$ cat src/rtl/noc_flit_decoder.sv
`default_nettype none
`timescale 1ns/1ps
// ============================================================================
// Module   : noc_flit_decoder
// Brief    : NoC flit receive path. It performs Hamming(7,4) single-error
//            correction and repacks flits into bytes behind a credit-gated
//            show-ahead FIFO.
// Revision : 1.0 - initial release
// ============================================================================
module noc_flit_decoder #(
    parameter int FIFO_DEPTH = 4,
    parameter int CNT_W      = 16
) (
    input  logic                          clk,
    input  logic                          rst_n,
    input  logic                          in_valid,
    output logic                          in_ready,
    input  logic [10:0]                   in_flit,
    input  logic [1:0]                    in_ctrl,
    output logic                          out_valid,
    input  logic                          out_ready,
    output logic [7:0]                    out_byte,
    output logic                          out_corrected,
    input  logic                          clr_counts,
    output logic [CNT_W-1:0]              corr_count,
    output logic [CNT_W-1:0]              drop_count,
    output logic [$clog2(FIFO_DEPTH):0]   fifo_level
);

    localparam int                 c_PTR_W     = $clog2(FIFO_DEPTH);
    localparam int                 c_LVL_W     = c_PTR_W + 1;
    localparam logic [1:0]         c_CTRL_DATA = 2'd2;
    localparam logic [c_LVL_W:0]   c_DEPTH     = (c_LVL_W + 1)'(FIFO_DEPTH);
    localparam logic [CNT_W-1:0]   c_CNT_MAX   = '1;

    logic                 r_run;
    logic                 r_s1_valid;
    logic [10:0]          r_s1_flit;
    logic [1:0]           r_s1_ctrl;
    logic [8:0]           r_mem [FIFO_DEPTH];
    logic [c_PTR_W-1:0]   r_wr_ptr;
    logic [c_PTR_W-1:0]   r_rd_ptr;
    logic [c_LVL_W-1:0]   r_level;
    logic [CNT_W-1:0]     r_corr_count;
    logic [CNT_W-1:0]     r_drop_count;

    logic [6:0]           w_cw;
    logic [6:0]           w_flip;
    logic [6:0]           w_fix;
    logic [2:0]           w_syn;
    logic [3:0]           w_data;
    logic                 w_accept;
    logic                 w_push;
    logic                 w_drop;
    logic                 w_pop;
    logic                 w_has_err;
    logic [c_LVL_W:0]     w_credit;

    // Syndrome directly names the 1-based position of a single flipped bit
    assign w_cw      = r_s1_flit[10:4];
    assign w_syn     = {w_cw[3] ^ w_cw[4] ^ w_cw[5] ^ w_cw[6],
                        w_cw[1] ^ w_cw[2] ^ w_cw[5] ^ w_cw[6],
                        w_cw[0] ^ w_cw[2] ^ w_cw[4] ^ w_cw[6]};
    assign w_has_err = (w_syn != 3'd0);
    assign w_flip    = w_has_err ? (7'd1 << (w_syn - 3'd1)) : 7'd0;
    assign w_fix     = w_cw ^ w_flip;
    assign w_data    = {w_fix[6], w_fix[5], w_fix[4], w_fix[2]};

    assign w_push    = r_s1_valid && (r_s1_ctrl == c_CTRL_DATA);
    assign w_drop    = r_s1_valid && (r_s1_ctrl != c_CTRL_DATA);
    assign out_valid = (r_level != '0);
    assign w_pop     = out_valid && out_ready;

    // Credit counts the flit still in S1, so S2 can never overrun the FIFO
    assign w_credit  = {1'b0, r_level} + {{c_LVL_W{1'b0}}, r_s1_valid};
    assign in_ready  = r_run && (w_credit < c_DEPTH);
    assign w_accept  = in_valid && in_ready;

    assign out_byte      = out_valid ? r_mem[r_rd_ptr][7:0] : 8'd0;
    assign out_corrected = out_valid ? r_mem[r_rd_ptr][8]   : 1'b0;
    assign fifo_level    = r_level;
    assign corr_count    = r_corr_count;
    assign drop_count    = r_drop_count;

    always_ff @(posedge clk or negedge rst_n) begin
        if (!rst_n) begin
            r_run      <= 1'b0;
            r_s1_valid <= 1'b0;
            r_s1_flit  <= 11'd0;
            r_s1_ctrl  <= 2'd0;
        end else begin
            r_run      <= 1'b1;
            r_s1_valid <= w_accept;
            if (w_accept) begin
                r_s1_flit <= in_flit;
                r_s1_ctrl <= in_ctrl;
            end
        end
    end

    always_ff @(posedge clk) begin
        if (w_push) begin
            r_mem[r_wr_ptr] <= {w_has_err, w_data, r_s1_flit[3:0]};
        end
    end

    always_ff @(posedge clk or negedge rst_n) begin
        if (!rst_n) begin
            r_wr_ptr <= '0;
            r_rd_ptr <= '0;
            r_level  <= '0;
        end else begin
            if (w_push) begin
                r_wr_ptr <= r_wr_ptr + 1'b1;
            end
            if (w_pop) begin
                r_rd_ptr <= r_rd_ptr + 1'b1;
            end
            case ({w_push, w_pop})
                2'b10:   r_level <= r_level + 1'b1;
                2'b01:   r_level <= r_level - 1'b1;
                default: r_level <= r_level;
            endcase
        end
    end

    always_ff @(posedge clk or negedge rst_n) begin
        if (!rst_n) begin
            r_corr_count <= '0;
            r_drop_count <= '0;
        end else if (clr_counts) begin
            r_corr_count <= '0;
            r_drop_count <= '0;
        end else begin
            if (w_push && w_has_err && (r_corr_count != c_CNT_MAX)) begin
                r_corr_count <= r_corr_count + 1'b1;
            end
            if (w_drop && (r_drop_count != c_CNT_MAX)) begin
                r_drop_count <= r_drop_count + 1'b1;
            end
        end
    end

endmodule
`default_nettype wire

$ cat config.mk
export PLATFORM = sky130hd
export DESIGN_NAME = noc_flit_decoder
export DESIGN_NICKNAME = d
export VERILOG_FILES = /design/src/rtl/noc_flit_decoder.sv
export SDC_FILE = /design/constraint.sdc
export NUM_CORES = 1
export LEC_CHECK = 0
export ABC_AREA = 0
export CORE_MARGIN = 5
export CORE_UTILIZATION = 44
export DETAILED_ROUTE_END_ITERATION = 8
export PLACE_DENSITY = 0.67
export SLEW_MARGIN = 0
export SYNTH_ARGS = -nofsm -noshare
export SYNTH_HDL_FRONTEND = slang
export SYNTH_SLANG_ARGS = --single-unit
$ cat constraint.sdc
create_clock -name clk -period 2.83 [get_ports clk]
set_input_delay 0.566 -clock clk [delete_from_list [all_inputs] [get_ports clk]]
set_output_delay 0.566 -clock clk [all_outputs]
set_load 0.005 [all_outputs]
==> flow_results.org <==
** Worst setup path
- Launch instance of the worst register-to-register path :: r_s1_flit[10]$_DFFE_PN0P_
- The critical path contains buffers and inverters numbering 0 combined.
- CP peak stage delay :: 0.49 ns
- STA puts the critical path data required time at 3.12 ns.
- The worst setup path is captured at a flip-flop.
- Grouping stages by cell kind, the critical path spends the most delay in simple AND/OR/NAND/NOR gates.
- Slowest-stage cell, CP :: sky130_fd_sc_hd__or4_4
- The worst setup path is of the reg2reg kind.
- The critical path starts at r_s1_flit[10]$_DFFE_PN0P_.
- Series of cell instances along the critical path :: xor2_2 > xnor2_1 > nor2_1 > ha_1 > nand4bb_4 > or4_4 > or4_1 > a21oi_1
- CP Max Fanout :: 6
- Startpoint types :: flip-flop
- Data arrival time at the worst-slack endpoint :: 3.00 ns

** Cells and area
- Commonest cells after routing, fill and taps aside :: sky130_fd_sc_hd__clkdlybuf4s50_1 (62), sky130_fd_sc_hd__dfrtp_1 (53), sky130_fd_sc_hd__edfxtp_1 (36)
- Final Util :: 0.565
- Area added between synthesis and finish :: 24.2%
- Fraction of final layout cells with drive strength greater than 1 :: 0.141
- Inserted Diodes :: 0
- The library cell used most frequently in the layout, excluding fill and tap cells, is sky130_fd_sc_hd__clkdlybuf4s50_1.
- In the final design database the tool counted 440 nets.

** Global route
- The number of antenna violations at the first check in global routing was 0.
- Maximum number of pins on one net before global-route repair :: 23
- All-Layer GR Usage :: 0.160
- After global routing the overflow that remains totals 0.
- The via count of the first global-routing pass came to 2915.
- The first global-routing pass estimated 14.7 mm of wire.

** Drt
- DRC violation count after routing :: 0
- Total length of routed wires :: 8.67 mm
- After detailed routing, the number of vias per cell comes to 5.20.
- In this run the remaining antenna-violating nets after routing total 0.
- Avg WL per Cell :: 15.9 um
- Wire segments on met3 add up to 349 um in the final route.
- Top routing layer in use :: met4
- Across all layers, the routed design uses 2841 vias.
- Number of iterations in the first detailed-routing pass :: 4
- Met2 Routed Length :: 4.15 mm
- In the final routing, the length of wire on met1 measures 4.03 mm.
- The first routing iteration left 93 violations.

** Pwr
- Power spread over the standard cell area amounts to 882 mW/mm2.
- IR analysis of the VDD net gives a maximum drop of 0.000517 V.
- Static Leak :: 0.00199 uW

** Floorplanning
- Row generation in the floorplan step produced 35 rows.
- The die covers 0.0117 mm2.
- Height of the die :: 108 um
- Die outline width :: 108 um
- Placeable core area :: 0.00933 mm2
- In this run the count of I/O pins placed on the die edge is 64.
- The initial utilization of the core area, before any placement, comes to 0.455.

** Synthesis
- The post-synthesis compound-gate area fraction came to 0.0590.
- Post-Synthesis Cell Area :: 0.00424 mm2
- Of the total synthesized cell area, the portion taken by AND, OR, NAND and NOR gates is 0.146.
- Dividing the synthesized area by the synthesized cell count gives 12.4 um2.
- After synthesis, the largest family of logic cells by area is simple AND/OR/NAND/NOR gates.
- Sequential fraction of the synthesis area :: 0.573
- Counting flops with an async set or reset pin after synthesis yields a share of 0.600.
- Of the total synthesized cell area, the portion taken by full adders, half adders and majority gates is 0.0313.
- Area share of xor/xnor cells in the synthesized design :: 0.0743
- Count of flip-flops with a built-in enable after synthesis :: 36
- Syn_nets :: 370
- Of the post-synthesis cell area, the part taken by muxes is 0.0897.
- The netlist uses 49 different library cells.
- The most used flip-flop cell after synthesis is sky130_fd_sc_hd__dfrtp_1.
- Number of warnings issued by yosys :: 0
- Cell count after synthesis :: 342
- Synthesized flop and latch total :: 90

** CTS
- TritonCTS built the clock tree.
- Insertion delay to the later sink of the worst-skew pair :: 0.37 ns
- CTS root buf :: sky130_fd_sc_hd__clkbuf_8
- # H-tree levels :: 3
- Counting every sink on the clock net gives 90.
- Clock-pin slew was measured on the worst setup and hold paths at 0.11 ns.
- Num CTS Buffers :: 9
- The clock passes through at most 2 buffers.

** Timing
- Finish-stage setup viols :: 0
- Worst Clk Skew :: 0.0124 ns
- The number of hold violations in the final report was 0.
- For the final routed database, the setup TNS stands at 0 ns.
- Timing would allow up to 0.368 GHz.
- Minimum period implied by the final worst setup slack :: 2.72 ns
- In the finished design, the share of the clock period the worst path needs comes to 0.960.
- The worst pin sits at a relative slew slack of 0.546.
- Transition at the pin with the smallest max-transition slack :: 0.680 ns
- After layout, the worst setup slack is 0.114 ns.
- RSZ-0062 raised after global routing :: false
- Final slew viol count :: 0

** Job
- Max-cap violations :: 0

** Placement
- Port Buf Inserts :: 63
- Detailed placement ended at an HPWL of 6.14 mm.
- Final RePlAce weighted congestion :: 0.835
- DP Worst Slack :: 0.0713 ns

** Status
- The flow ran to the end, and the final reports show no timing, DRC or antenna violations.

** Worst hold path
- The worst hold path belongs to the class in2async.
==> final timing paths <==
check                           slack [ns]                         end  cells past startpoint
worst max-delay path                  0.11  corr_count[14]$_DFFE_PN0P_                      8
worst min-delay path                  0.12  drop_count[11]$_DFFE_PN0P_                      1
worst max register to register        0.11  corr_count[14]$_DFFE_PN0P_                      8
worst min register to register        0.53       r_mem[1][3]$_DFFE_PP_                      0
max in group asynchronous             2.06   r_s1_flit[10]$_DFFE_PN0P_                      2
min in group clk                      0.53       r_mem[1][3]$_DFFE_PP_                      0
==> layer usage <==
metal  up-vias  GRT usage
met3        12     0.0304
met4         0     0.0568
met2        66      0.250
met1      1395      0.224
met5         -          0
li1       1368          -
==> synth_stat cells (4+ instances only) <==
master                     number  area [um2]
sky130_fd_sc_hd__xor2_1        10        87.6
sky130_fd_sc_hd__a211oi_1       4        30.0
sky130_fd_sc_hd__a31oi_1        4        25.0
sky130_fd_sc_hd__clkbuf_1       7        26.3
sky130_fd_sc_hd__nand4_1        8        50.1
sky130_fd_sc_hd__edfxtp_1      36        1080
sky130_fd_sc_hd__a21oi_1       13        65.1
sky130_fd_sc_hd__nor2_1        35         131
sky130_fd_sc_hd__nand2_1       14        52.6
sky130_fd_sc_hd__inv_1         15        56.3
sky130_fd_sc_hd__nand3_1       11        55.1
sky130_fd_sc_hd__o21ai_0        6        30.0
sky130_fd_sc_hd__mux2_2        14         158
sky130_fd_sc_hd__nor3_1         5        25.0
sky130_fd_sc_hd__xnor2_1       26         228
sky130_fd_sc_hd__ha_1           9         113
sky130_fd_sc_hd__and2_1        17         106
sky130_fd_sc_hd__dfrtp_1       54        1350
sky130_fd_sc_hd__and3_1         5        31.3
sky130_fd_sc_hd__mux4_2         9         203
==> flip-flops by register name, indices dropped and copies added, names as in the netlist <==
name        count
r_mem          36
corr_count     16
drop_count     16
r_s1_flit      11
fifo_level      3
r_rd_ptr        2
r_s1_ctrl       2
r_wr_ptr        2
r_run           1
r_s1_valid      1
==> cell type report <==
type	instances	area [um2]
fill	795	4060
inverter	15	56.3
tap	129	161
sequential	90	2430
timing repair buffer	71	686
clock buffer	9	124
clock inverter	7	81.3
multi-input combinational	225	1730
==> report_power, final <==
group | internal [uW] | switching [uW] | leakage, uW
combinational | 960 | 822 | 0.000850
sequential | 1780 | 202 | 0.00103
clock | 354 | 533 | 0.000104
==> metrics by stage <==
stage               total power, uW  cell area [um2]  hold WS [ns]  std cells
floorplan                      3130             4240         0.270        342
global placement               3680             5040         0.486        530
detailed placement             3740             5040         0.506        530
CTS                            4640             5240         0.116        546
global route                   4980             5270         0.138        546
finish                         4650             5270         0.115        546
==> worst reg2reg max path: stages (launching register included) <==
cell,delay [ns]
sky130_fd_sc_hd__dfrtp_2,0.46
sky130_fd_sc_hd__xor2_2,0.27
sky130_fd_sc_hd__xnor2_1,0.18
sky130_fd_sc_hd__nor2_1,0.10
sky130_fd_sc_hd__ha_1,0.22
sky130_fd_sc_hd__nand4bb_4,0.28
sky130_fd_sc_hd__or4_4,0.49
sky130_fd_sc_hd__or4_1,0.49
sky130_fd_sc_hd__a21oi_1,0.15
==> what timing repair did <==
item,in CTS,in global routing
setup endpoints to repair,0,2
gates resized for setup,0,4
hold buffers,0,0
buffers inserted,0,0
==> cells by family (layout without fill, tap and decap cells) <==
logic type	after synthesis	in the layout
AO/OA/AOI/OAI	38	38
XOR/XNOR	36	36
adder cells (fa/ha/maj)	10	10
buffers and inverters	27	102
flip-flops	90	90
multiplexers	25	25
other	1	1
AND/OR/NAND/NOR	115	115
Power figures use the tool's default switching activity.
